<file path="src/rtl/uart_rx_deframe_pkg.sv">
// Shared UART definitions: parity selection, frame bit positions and the receive FIFO entry.
package uart_rx_deframe_pkg;

    typedef enum logic [1:0] {
        PAR_NONE  = 2'b00,
        PAR_ODD   = 2'b01,
        PAR_EVEN  = 2'b10,
        PAR_NONE2 = 2'b11
    } parity_t;

    localparam int unsigned START_POS  = 0;
    localparam int unsigned DATA_LSB   = 1;
    localparam int unsigned DATA_MSB   = 8;
    localparam int unsigned PARITY_POS = 9;
    localparam int unsigned STOP_POS   = 10;
    localparam int unsigned FRAME_W    = 11;

    typedef struct packed {
        logic       stop_err;
        logic       parity_err;
        logic       start_err;
        logic [7:0] data;
    } rx_entry_t;

    // bits = {parity, data}; even parity expects an even count of ones across both
    function automatic logic parity_error(input parity_t ptype, input logic [8:0] bits);
        logic err;
        case (ptype)
            PAR_ODD:  err = ~(^bits);
            PAR_EVEN: err = ^bits;
            default:  err = 1'b0;
        endcase
        return err;
    endfunction

endpackage

</file>
<file path="src/rtl/uart_sync_fifo.sv">
// Synchronous FIFO with extra-MSB pointers; a push into a full FIFO is taken only alongside a pop.
module uart_sync_fifo #(
    parameter int unsigned Depth = 4,
    parameter int unsigned Width = 11
) (
    input  logic                       i_clk,
    input  logic                       i_arst_n,
    input  logic                       push_i,
    input  logic [Width-1:0]           wdata_i,
    input  logic                       pop_i,
    output logic [Width-1:0]           rdata_o,
    output logic                       full_o,
    output logic                       empty_o,
    output logic [$clog2(Depth):0]     count_o
);

    localparam int unsigned AW = $clog2(Depth);

    logic [Width-1:0] mem_q [Depth];
    logic [AW:0]      wr_ptr_q, wr_ptr_d;
    logic [AW:0]      rd_ptr_q, rd_ptr_d;
    logic             do_push;
    logic             do_pop;

    assign empty_o = (wr_ptr_q == rd_ptr_q);
    assign full_o  = ((wr_ptr_q ^ rd_ptr_q) == {1'b1, {AW{1'b0}}});
    assign count_o = wr_ptr_q - rd_ptr_q;
    assign rdata_o = mem_q[rd_ptr_q[AW-1:0]];

    assign do_pop  = pop_i & ~empty_o;
    assign do_push = push_i & (~full_o | do_pop);

    always_comb begin
        wr_ptr_d = wr_ptr_q;
        rd_ptr_d = rd_ptr_q;
        if (do_push) wr_ptr_d = wr_ptr_q + 1'b1;
        if (do_pop)  rd_ptr_d = rd_ptr_q + 1'b1;
    end

    always_ff @(posedge i_clk or negedge i_arst_n) begin
        if (!i_arst_n) begin
            wr_ptr_q <= '0;
            rd_ptr_q <= '0;
        end else begin
            wr_ptr_q <= wr_ptr_d;
            rd_ptr_q <= rd_ptr_d;
        end
    end

    // Storage needs no reset: it is only visible through non-empty pointers.
    always_ff @(posedge i_clk) begin
        if (do_push) mem_q[wr_ptr_q[AW-1:0]] <= wdata_i;
    end

endmodule

</file>
<file path="src/rtl/uart_rx_deframe.sv">
// Checks start/parity/stop of a received UART frame and queues {errors, data} for the consumer.
module uart_rx_deframe #(
    parameter int unsigned DEPTH  = 4,
    parameter int unsigned DATA_W = 8
) (
    input  logic                    i_clk,
    input  logic                    i_arst_n,
    input  logic                    i_frame_valid,
    input  logic [10:0]             i_frame,
    input  logic [1:0]              i_parity_type,
    input  logic                    i_ready,
    input  logic                    i_clr_overrun,
    output logic                    o_valid,
    output logic [DATA_W-1:0]       o_data,
    output logic                    o_start_err,
    output logic                    o_parity_err,
    output logic                    o_stop_err,
    output logic                    o_overrun,
    output logic [$clog2(DEPTH):0]  o_count
);

    import uart_rx_deframe_pkg::*;

    rx_entry_t cap_d, cap_q;
    logic      cap_valid_q;
    rx_entry_t head;
    rx_entry_t head_vis;
    logic      fifo_full;
    logic      fifo_empty;
    logic      pop_fire;
    logic      drop;
    logic      overrun_d, overrun_q;

    always_comb begin
        cap_d            = '0;
        cap_d.data       = i_frame[DATA_MSB:DATA_LSB];
        cap_d.start_err  = i_frame[START_POS];
        cap_d.stop_err   = ~i_frame[STOP_POS];
        cap_d.parity_err = parity_error(parity_t'(i_parity_type),
                                        i_frame[PARITY_POS:DATA_LSB]);
    end

    always_ff @(posedge i_clk or negedge i_arst_n) begin
        if (!i_arst_n) begin
            cap_valid_q <= 1'b0;
            cap_q       <= '0;
            overrun_q   <= 1'b0;
        end else begin
            cap_valid_q <= i_frame_valid;
            if (i_frame_valid) cap_q <= cap_d;
            overrun_q   <= overrun_d;
        end
    end

    uart_sync_fifo #(
        .Depth (DEPTH),
        .Width ($bits(rx_entry_t))
    ) u_fifo (
        .i_clk    (i_clk),
        .i_arst_n (i_arst_n),
        .push_i   (cap_valid_q),
        .wdata_i  (cap_q),
        .pop_i    (i_ready),
        .rdata_o  (head),
        .full_o   (fifo_full),
        .empty_o  (fifo_empty),
        .count_o  (o_count)
    );

    assign pop_fire = i_ready & ~fifo_empty;
    assign drop     = cap_valid_q & fifo_full & ~pop_fire;

    // A drop in the same cycle as a clear must remain visible.
    assign overrun_d = drop | (overrun_q & ~i_clr_overrun);

    assign head_vis     = fifo_empty ? '0 : head;
    assign o_valid      = ~fifo_empty;
    assign o_data       = head_vis.data;
    assign o_start_err  = head_vis.start_err;
    assign o_parity_err = head_vis.parity_err;
    assign o_stop_err   = head_vis.stop_err;
    assign o_overrun    = overrun_q;

endmodule

</file>
<file path="config.mk">
export PLATFORM = sky130hd
export DESIGN_NAME = uart_rx_deframe
export DESIGN_NICKNAME = d
export VERILOG_FILES = /design/src/rtl/uart_rx_deframe_pkg.sv /design/src/rtl/uart_sync_fifo.sv /design/src/rtl/uart_rx_deframe.sv
export SDC_FILE = /design/constraint.sdc
export NUM_CORES = 1
export LEC_CHECK = 0
export BUFFER_PORTS_ARGS = -buffer_cell sky130_fd_sc_hd__buf_2
export CORE_MARGIN = 3
export CORE_UTILIZATION = 45
export DETAILED_ROUTE_END_ITERATION = 6
export MAX_ROUTING_LAYER = met4
export PLACE_DENSITY = 0.61
export SLEW_MARGIN = 40
export SYNTH_ARGS = -nofsm -noshare
export SYNTH_HDL_FRONTEND = slang
export SYNTH_SLANG_ARGS = --single-unit
</file>
<file path="constraint.sdc">
create_clock -name i_clk -period 2.7 [get_ports i_clk]
set_input_delay 0.54 -clock i_clk [delete_from_list [all_inputs] [get_ports i_clk]]
set_output_delay 0.54 -clock i_clk [all_outputs]
set_load 0.02 [all_outputs]
</file>
==> run_results.csv <==
group,metric,value,unit
sta,worst_slew_pin_slew,649,ps
sta,slew_violations,0,
clocking,clk_pin_slew,60,ps
logic_synthesis,synthSimpleGateAreaFrac,6.45,%
clocking,post_cts_buffers,0,
setup_path,critPathBufInv,1,
global_routing,busiest_layer,"met2",
setup_path,crit_type,"reg2out",
clocking,cts_tree,"built",
cells_and_area,areaGrowthSynthToFinish,16.9,%
logic_synthesis,synthArstFlopShare,30.2,%
floorplanning,io_pins,34,
cells_and_area,fill_cells,458,
logic_synthesis,netlist_area,2680,um2
placement,portBuffers,33,
cells_and_area,fin_cells,271,
clocking,clk_path_buf_depth,2,
clocking,insertion_delay,320,ps
floorplanning,die_x,83.1,um
clocking,cts_inserted_buffers,9,
placement,preCtsSetupSlack,434,ps
placement,place_area,2930,um2
sta,hold_ws,157,ps
global_routing,grt_pass1_vias,1506,
power_and_ir_drop,leakage,1.24,nW
power_and_ir_drop,p_comb_share,41.3,%
power_and_ir_drop,netSwitchingFraction,35.4,%
floorplanning,rows,27,
logic_synthesis,synth_most_common_cell,"edfxtp_1",
sta,rsz0062_at_grt,"no",
routing,via_per_inst,5.13,
logic_synthesis,ys_ff_latch,63,
sta,setup_viol,0,
status,run_status,"complete, no violations",
routing,drcViolationCount,0,
setup_path,worst_path_largest_cell_delay,410,ps
sta,relSlewSlack,56.8,%
sta,finalCritPeriodShare,90.1,%
routing,first_iter_violations,79,
global_routing,grt_overflow,0,
setup_path,crit_path_cell_trace,"xnor2_1 -> nand3_2 -> and2_1 -> buf_2",
setup_path,crit_fanout,14,
power_and_ir_drop,p_seq_share,37.6,%
global_routing,grt_usage,14.9,%
power_and_ir_drop,finalPower,3.67,mW
logic_synthesis,seq_area_frac_synth,67.1,%
logic_synthesis,netlist_top_cells_area,"edfxtp_1 (49%), dfrtp_1 (18%), mux4_2 (9.3%)",
placement,gp_congestion,0.761,
sta,skew,3.62,ps
floorplanning,die_area,6910,um2
clocking,cts.sink_count,63,
routing,ant_nets,0,
placement,post-place-cells,255,
cells_and_area,final_util,55.5,%
sta,finalSetupTns,0,ps
setup_path,worstPathArrival,1890,ps
sta,setup_ws,266,ps
logic_synthesis,yosysTopAreaCellShare,49.4,%
setup_path,setup.worst_path.end_class,"output pin",
logic_synthesis,synth_top_family_by_area,"multiplexers",
power_and_ir_drop,ir_worst_vdd,0.450,mV
sta,period_needed,2430,ps
cells_and_area,drive_gt1_share,37.7,%
setup_path,cp_slowest_cell,"xnor2_1",
floorplanning,start_util,47.4,%
clocking,htreeDepth,3,
logic_synthesis,synth_fa_ha_area_share,4.02,%
sta,fmax,411,MHz
global_routing,grt_use_met1,18.0,%
setup_path,cp_data_required_time,2160,ps
logic_synthesis,synth.avg_cell_area,17.7,um2
floorplanning,dieHeight,83.1,um
routing,dr.pass1.iters,4,
logic_synthesis,synthFlopType,"edfxtp_1",
global_routing,grt_first_pass_wirelength,7.48,mm
logic_synthesis,synth_cell_types,28,
power_and_ir_drop,p_per_area,1170,nW/um2
routing,vias,1389,
power_and_ir_drop,power_frac_clock,21.1,%
floorplanning,core,5640,um2
global_routing,grt_use_met2,23.9,%
logic_synthesis,synth.area.mux_share,13.8,%
flow_run,cap_violations,0,
cells_and_area,fin_nets,220,
logic_synthesis,synth-warning-count,0,
global_routing,antenna_found_initial,0,
logic_synthesis,synth_nets,177,
hold_path,min_path_type,"in2async",
cells_and_area,n_antenna_cell,0,
cells_and_area,design_area,3130,um2
logic_synthesis,synth_compound_area_share,1.31,%
logic_synthesis,synthCells,151,
routing,routedWlPerCell,17.0,um
clocking,cts_hold_buf,0,
setup_path,start_kind,"flip-flop",
sta,hold_viol,0,
routing,routed_wl,4.60,mm
power_and_ir_drop,intPower,2.37,mW
logic_synthesis,synth_edf_count,44,
global_routing,grt_use_met3,3.47,%
setup_path,cp_top_family,"simple AND/OR/NAND/NOR gates",
power_and_ir_drop,p_switching,1.30,mW
global_routing,grt_max_degree,20,
clocking,cts-root-buf,"clkbuf_8",
placement,hpwl,3.09,mm
logic_synthesis,synth_xor_area_share,5.52,%
logic_synthesis,synth_common_cells,"edfxtp_1 (44), dfrtp_1 (19), and2_1 (14)",
logic_synthesis,synth_top_area_cell,"edfxtp_1",
cells in the final DEF, fill, tap and decap left out, drive strengths merged:
| cell type | Yosys | layout |
|---|---|---|
| and3b | 2 | 2 |
| o21ai | 2 | 2 |
| dfrtp | 19 | 19 |
| nand3b | 1 | 1 |
| xor2 | 2 | 2 |
| xnor2 | 7 | 7 |
| mux4 | 11 | 11 |
| ha | 7 | 7 |
| clkbuf | 1 | 12 |
| nand2b | 1 | 1 |
| mux2 | 10 | 10 |
| a21oi | 1 | 1 |
| fa | 1 | 1 |
| buf | 3 | 36 |
| xor3 | 1 | 1 |
| edfxtp | 44 | 44 |
| inv | 7 | 7 |
| and2 | 15 | 15 |
| xnor3 | 2 | 2 |
| o31a | 1 | 1 |
| nand2 | 8 | 8 |
| mux2i | 1 | 1 |
| nor3 | 1 | 1 |
| bufinv | 0 | 1 |
| clkinv | 0 | 3 |
| nand3 | 2 | 2 |
| a21bo | 1 | 1 |
area by class of cell:
cell class / count / area (um2) / share of cell area (%)
multi-input cells: 77 / 838 / 26.8
flip-flops and latches: 63 / 1800 / 57.4
clock inverters: 4 / 45.0 / 1.44
well taps: 72 / 90.1 / 2.88
repair buffers: 36 / 188 / 6.00
clock buffers: 12 / 145 / 4.64
inverters: 7 / 26.3 / 0.840
per-layer routing:
layer  part of all wire, %  up-vias
li1                      -      642
met3                   3.4        9
met2                    50       27
met1                    44      711
met5                     0        -
met4                   1.8        0
power groups by stage:
| stage | logic, mW | registers (mW) | clock network (mW) |
|---|---|---|---|
| after CTS | 1.54 | 1.38 | 0.788 |
| after floorplan | 1.07 | 1.39 | 0 |
| final | 1.51 | 1.38 | 0.774 |
| after global routing | 1.67 | 1.40 | 0.835 |
| after detailed placement | 1.53 | 1.40 | 0 |
| after global placement | 1.51 | 1.38 | 0 |
path summary, 6_finish.rpt:
check	start	endpoint	slack (ps)	cells after the start
max in group asynchronous	i_arst_n	cap_q[0]	2230	1
min in group i_clk	i_clr_overrun	o_overrun	380	2
worst min register to register	u_fifo.wr_ptr_q[2]	u_fifo.wr_ptr_q[2]	490	1
worst min-delay path	i_arst_n	u_fifo.rd_ptr_q[0]	160	1
worst max register to register	u_fifo.wr_ptr_q[0]	u_fifo.mem_q[2][0]	630	5
worst max-delay path	u_fifo.wr_ptr_q[2]	o_data[7]	270	4
kinds of logic after synthesis:
group	Yosys count
compound gates	5
simple gates	30
buf+inv	11
xor+xnor	12
flops	63
mux	22
fa+ha+maj	8
timing repair:
action                                  in CTS  in global routing
endpoints found under the setup margin       0                 12
resized for setup                            0                  1
endpoints found under the hold margin        0                  0
flip-flops by register name, summed over array words and instances, names as in the netlist:
signal / count
cap_valid_q: 1
u_fifo.rd_ptr_q: 3
cap_q: 11
o_overrun: 1
u_fifo.mem_q: 44
u_fifo.wr_ptr_q: 3
No activity file was read; power rests on OpenSTA's default activity.
